--- src/rtl/wavetable_reader.sv ---
// Read-side sequencer for wavetable_ram: fetches one entry per TICKS_PER_ENTRY ticks
// and presents {wfm_l, wfm_r, factor} with a one-cycle entry_valid strobe.
module wavetable_reader #(
    parameter int RAM_SIZE        = 61,
    parameter int LOOP_START      = 0,
    parameter int TICKS_PER_ENTRY = 4
) (
    input  logic       clk,
    input  logic       rst,
    input  logic       wtb_start,
    input  logic       wtb_stop,
    input  logic       tick,
    output logic       wtb_ram_re,
    output logic [5:0] wtb_ram_addr_r,
    input  logic [7:0] wtb_ram_wfm_l_r,
    input  logic [7:0] wtb_ram_wfm_r_r,
    input  logic [7:0] wtb_ram_factor_r,
    output logic [7:0] wfm_l,
    output logic [7:0] wfm_r,
    output logic [7:0] factor,
    output logic       entry_valid,
    output logic       busy,
    output logic [1:0] state_dbg
);

    typedef enum logic [1:0] {
        IDLE      = 2'd0,
        READ      = 2'd1,
        CAPTURE   = 2'd2,
        WAIT_TICK = 2'd3
    } state_t;

    localparam logic [5:0]  LAST_ADDR = 6'(RAM_SIZE - 1);
    localparam logic [5:0]  LOOP_ADDR = 6'(LOOP_START);
    localparam logic [15:0] TPE       = 16'(TICKS_PER_ENTRY);

    state_t      state;
    logic [5:0]  addr;
    logic [15:0] tick_cnt;
    logic [7:0]  hold_l;
    logic [7:0]  hold_r;
    logic [7:0]  hold_f;

    always_ff @(posedge clk or posedge rst) begin
        if (rst) begin
            state    <= IDLE;
            addr     <= '0;
            tick_cnt <= TPE;
            hold_l   <= '0;
            hold_r   <= '0;
            hold_f   <= '0;
        end else begin
            // Capture completes even when a start or stop lands in the same cycle.
            if (state == CAPTURE) begin
                hold_l <= wtb_ram_wfm_l_r;
                hold_r <= wtb_ram_wfm_r_r;
                hold_f <= wtb_ram_factor_r;
            end
            if (wtb_start) begin
                state    <= READ;
                addr     <= '0;
                tick_cnt <= TPE;
            end else if (wtb_stop && state != IDLE) begin
                state <= IDLE;
            end else begin
                case (state)
                    IDLE: state <= IDLE;
                    READ: state <= CAPTURE;
                    CAPTURE: begin
                        addr  <= (addr == LAST_ADDR) ? LOOP_ADDR : addr + 6'd1;
                        state <= WAIT_TICK;
                    end
                    WAIT_TICK: begin
                        if (tick) begin
                            if (tick_cnt == 16'd1) begin
                                tick_cnt <= TPE;
                                state    <= READ;
                            end else begin
                                tick_cnt <= tick_cnt - 16'd1;
                            end
                        end
                    end
                    default: state <= IDLE;
                endcase
            end
        end
    end

    // entry_valid is a one-cycle strobe with no ready: the consumer must take the
    // triple in that cycle. During CAPTURE the RAM data is passed straight through,
    // afterwards the held copy keeps the outputs stable.
    assign entry_valid    = (state == CAPTURE);
    assign wfm_l          = entry_valid ? wtb_ram_wfm_l_r  : hold_l;
    assign wfm_r          = entry_valid ? wtb_ram_wfm_r_r  : hold_r;
    assign factor         = entry_valid ? wtb_ram_factor_r : hold_f;
    assign wtb_ram_re     = (state == READ);
    assign wtb_ram_addr_r = addr;
    assign busy           = (state != IDLE);
    assign state_dbg      = state;

endmodule

--- config.mk ---
export PLATFORM = sky130hd
export DESIGN_NAME = wavetable_reader
export DESIGN_NICKNAME = d
export VERILOG_FILES = /design/src/rtl/wavetable_reader.sv
export SDC_FILE = /design/constraint.sdc
export NUM_CORES = 1
export LEC_CHECK = 0
export ABC_CLOCK_PERIOD_IN_PS = 3900
export BUFFER_PORTS_ARGS = -buffer_cell sky130_fd_sc_hd__buf_2
export CAP_MARGIN = 20
export CORE_ASPECT_RATIO = 1.2
export CORE_MARGIN = 1.5
export CORE_UTILIZATION = 55
export DETAILED_ROUTE_END_ITERATION = 16
export PLACE_DENSITY = 0.92
export SLEW_MARGIN = 20
export SYNTH_ARGS = -nofsm -noshare
export SYNTH_HDL_FRONTEND = slang
export SYNTH_SLANG_ARGS = --single-unit
export TNS_END_PERCENT = 5
--- constraint.sdc ---
create_clock -name clk -period 3.9 [get_ports clk]
set_input_delay 1.17 -clock clk [delete_from_list [all_inputs] [get_ports clk]]
set_output_delay 1.17 -clock clk [all_outputs]
set_load 0.02 [all_outputs]
# After elaboration in Yosys (flattened, before gate mapping)
# Cells that the tools add are included.
# Widths: inputs -> output; s select.
[word_totals] register_bits=48 in_bits=29 output_inout_bits=35
[classes] addsub=2 eq_ne=8 muxes=17 n_reduce_logical=9
[op_table] op="$mux 16" n=5
[op_table] op="$mux 6" n=4
[op_table] op="$mux 8" n=3
[op_table] op="$eq 16x1->1 const B" n=1
[op_table] op="$sub 16x1->16 const B" n=1
[op_table] op="$mux 2" n=4
[op_table] op="$ne 4x4->1 const B" n=2
[op_table] op="$pmux 2 s4" n=1
[op_table] op="$reduce_bool 2->1" n=4
[op_table] op="$add 6x1->6 const B" n=1
[op_table] op="$eq 6x6->1 const B" n=1
[op_table] op="$eq 2x2->1 const B" n=2
[op_table] op="$reduce_and 2->1" n=2
[op_table] op="$reduce_and 3->1" n=1
[op_table] op="$eq 2x1->1 const B" n=1
[op_table] op="$logic_not 2->1" n=1
[op_table] op="$ne 2x2->1 const B" n=1
[op_table] op="$logic_and 1x1->1" n=1

# Depth between registers and ports, before layout
[depth] ltp_word=6 ltp_mapped=8 ltp_nobuf=6

# Least setup slack after synthesis
# No wires, ideal clock.
[synth_timing] kind="flip-flop to output port" start="register state[0] (netlist: state_dbg[0])" end="output port wfm_l[2]" arrival_time_ps=2014 setup_slack_ps=716 path_stages_with_launch=6 path_buffers=2 cell_sequence="dfrtp_1 -> inv_1 -> ha_1 -> clkbuf_1 -> clkbuf_1 -> mux2_2"
[synth_via] elab_chain_cells=2
[synth_lines] item="start: declaration" line_no="37" source="state_t state;"
[synth_lines] item="start signal: assignment" line_no="46" source="state <= IDLE;"
[synth_lines] item="start signal: assignment" line_no="60" source="state <= READ;"
[synth_lines] item="start signal: assignment" line_no="64" source="state <= IDLE;"
[synth_lines] item="$eq 2x2->1" line_no="92" source="assign entry_valid = (state == CAPTURE);"
[synth_lines] item="via entry_valid" line_no="21" source="output logic entry_valid,"
[synth_lines] item="$mux 8"
[synth_lines] item="end: declaration" line_no="18" source="output logic [7:0] wfm_l,"
# The timed path passes the listed nets, and every way through them passes these cells.

# Worst setup path after layout
[layout_timing] start="register state[0] (netlist: state_dbg[0])" end="output port wfm_r[3]"
[layout_via] elab_chain_cells=2
[layout_lines] item="$eq 2x2->1" line_no="92"
[layout_lines] item="$mux 8"
[layout_lines] item="end: declaration" line_no="19" source="output logic [7:0] wfm_r,"
# No other way between the ends.

==> impl_results.md <==
- Synth Area per Inst: between 10 and 15 um2
- Slowest-stage cell, CP: dfrtp_1
- Pwr/cell area: slightly above 600 mW/mm2
- Mapped cell area: 0.002321 mm2
- GR Util All Layers: about a quarter
- Post-CTS Setup Inserts: 0
- Post-CTS sizing: 0
- DP Wirelength: 3556 um
- RSZ-0062 raised after global routing: no
- Post-route cell area: 0.002766 mm2
- Class of the worst hold path: flop to flop
- Largest family of logic cells by synthesized area: simple AND/OR/NAND/NOR gates
- CORE AREA: 0.004004 mm2
- Row count: 25
- Finished Layout Cells: 318
- Share of cells above drive strength 1: 40.53%
- Crit Path Class: flop to primary output
- Syn_nets: around 240
- Worst-margin pin slew: 799.0 ps
- Filler cell count in the final layout: around 300
- CP arrival: about 1900 ps
- Switching Fraction: about 39%
- Final wirelength: around 5100 um
- Chip Height: 74.16 um
- Die area: around 0.0046 mm2
- Final Wtd Congestion: about 0.76
- Routed Antenna Nets: 0
- Synth Area in Compound Gates: a little over an eighth
- Crit Path Max Fanout: 30
- Switching power: 0.6588 mW
- Worst-case clock buffer depth: 2
- Min Tclk post-route: just over 3000 ps
- Area grow syn2layout: 19.19%
- Reg2reg setup slack: about 1400 ps
- Synth top area share: 50.67%
- FFs w/ async S/R, synth: 100.0%
- Setup violators final: 0
- TritonCTS clock tree: built
- Internal power: about 1.0 mW
- Number of vias per cell: ~5.8
- Setup TNS: 0 ps
- Layout net count: 300
- Inst Count DP: 310
- Max-Cap Viols: 0
- CP delay by family, top: buffers and inverters
- Clk_lat worst skew: 310 ps
- Crit path depth: 5
- Total gr overflow: 0
- Crit end category: primary output
- Hold_buf cts: 0
- DR WL/cell: between 15 and 20 um
- Synth Flop Type: dfrtp_1
- Post-route DRC: 0
- Initial antenna violation count: 0
- Sequential share of power: 42.2%
- Adder-Cell Fraction of Synth Area: about 4.3%
- Largest net degree at the start of global routing: slightly below 50
- CTS Buf Count: 5
- Fmax: between 300 and 400 MHz
- DP Area: approximately 0.0027 mm2
- CTS Root Cell: clkbuf_8
- Sequential-to-total area share from yosys stat: 51.81%
- Clock share of power: roughly 18%
- Largest stage delay, worst path: between 400 and 500 ps
- H-tree depth: 2
- Area of the multi-input gates: roughly 0.0010 mm2
- Sink Count: 48
- Crit path cell chain: inv_1 > ha_1 > buf_4 > mux2_2 > buf_2
- Clock Skews: slightly below 9 ps
- Cell taking the most area after synthesis: dfrtp_1
- Number of global-route vias before repair: 1842
- Syn Inst Count: roughly 200
- Simple-gate area share of the yosys netlist: 14.88%
- R2r startpoint: tick_cnt[8]
- Pleak: 1.308 nW
- FF/Latch Area: 0.001202 mm2
- Flops & latches, synth: 48
- First-pass GRT wire length: approximately 8500 um
- N_diodes: 0
- Die W: approximately 62 um
- Detailed-route via count: about 1900
- IO Pins: between 60 and 70
- Port Buffers: between 60 and 70
- Final Cycle Share: 78.82%
- Final number of hold-violating endpoints: 0
- FF-to-FF End: tick_cnt[2]
- Critical path buffer and inverter count: 3
- Synth area leaders: dfrtp_1 (51%), mux2_2 (12%), ha_1 (4.3%), a21oi_1 (3.2%), or4_1 (2.9%)
- Number of synthesized flops with an enable pin: 0
- Distinct cells, synth: 40
- DRT iter0 DRCs: 64
- Worst slew slack as a fraction of its limit: 46.67%
- Maximum vdd ir drop: between 0.5 and 0.6 mV
- Clk pin slew, worst setup/hold paths: around 90 ps
- Post-synthesis xor/xnor area fraction: 0%
- Worst path required time: 2730 ps
- Beginning of the critical path: state_dbg[0]
- R2R depth: 4
- Setup crit end: wfm_r[3]
- Ys Warns: 0
- 1st-pass router iterations: 4
- Status: finished clean
- Multiplexer area fraction after synthesis: between 10% and 20%
- Crit path launch type: flop
- Combinational power share: between 40% and 50%
- Max-slew violation count: 0
- Starting density of the core: 57.97%
kinds of logic after synthesis:
logic type / Yosys count
simple gates: 54
flops: 48
compound gates: 47
mux: 25
buf+inv: 20
fa+ha+maj: 8
placed cells by master (no fill, tap or decap), types with 3 or more instances in the layout:
cell      count
buf_2        63
dfrtp_1      47
mux2_2       24
a21oi_1      15
or4_1         9
nand2_1       8
inv_1         8
ha_1          8
o21ai_0       6
nand3_1       5
or3_1         5
o31ai_1       5
clkbuf_8      5
nand2b_1      4
or2_2         4
o41ai_1       4
nor4_1        3
a22o_1        3
nor2_1        3
power groups by stage:
| stage | sequential, mW | clock, mW | combinational (mW) |
|---|---|---|---|
| 2_1_floorplan | 0.710 | 0 | 0.483 |
| 3_3_place_gp | 0.713 | 0 | 0.658 |
| 3_5_place_dp | 0.727 | 0 | 0.685 |
| 4_1_cts | 0.720 | 0.310 | 0.691 |
| 5_1_grt | 0.735 | 0.326 | 0.737 |
| 6_report | 0.720 | 0.302 | 0.686 |
worst register-to-register path, cell delays in order, from the launching register on:
cell and delay [ps]:
dfrtp_1 440, or4_1 660, nor4_2 610, a41o_1 520
o21bai_1 190
per-stage QoR:
step	total power, mW	util [%]	setup WS, ps	hold slack, ps
after detailed placement	1.412	66.81	1012	484.1
after CTS	1.721	69.06	811.8	510.3
after global routing	1.799	69.09	751.9	523.1
after floorplan	1.193	-	716.5	473.8
after global placement	1.371	66.81	1038	477.2
final	1.708	69.09	826.0	505.6
worst min path at each step:
stage | start | to | slack [ps] | depth (start not counted)
4_1_cts | hold_f[2] | hold_f[2] | 510 | 1
2_1_floorplan | tick_cnt[14] | tick_cnt[14] | 470 | 1
3_3_place_gp | hold_f[0] | hold_f[0] | 480 | 1
5_1_grt | hold_f[5] | hold_f[5] | 520 | 1
6_report | hold_f[1] | hold_f[1] | 510 | 1
3_5_place_dp | hold_l[4] | hold_l[4] | 480 | 1
synthesized netlist by cell type, drive strengths merged (3+ instances only):
master	count
or4b	3
nor4	4
nand2	8
a21oi	15
or4	10
clkbuf	9
a22o	3
nand3	5
nand2b	4
or2	4
ha	8
mux2	24
or3	5
o41ai	4
inv	9
nor2	3
o31ai	5
o21ai	6
dfrtp	47
flip-flops by register name (all words and copies together) (netlist names):
name and cells:
tick_cnt 16, hold_f 8, hold_l 8, state_dbg 2, hold_r 8, wtb_ram_addr_r 6
metal layers:
metal,track usage [%],part of all wire (%),vias up
met5,0,0,-
met4,7.901,1.6,0
met3,5.900,6.5,9
met2,41.06,51,77
met1,29.19,40,899
li1,-,-,875
cell type report:
class / instances / area share (%)
Multi-Input combinational cell: 134 / 37.63
Clock inverter: 3 / 0.7689
Tap cell: 54 / 2.442
Inverter: 9 / 1.266
Clock buffer: 5 / 2.488
Timing Repair Buffer: 65 / 11.94
Sequential cell: 48 / 43.46
No activity file was read; power rests on OpenSTA's default activity.
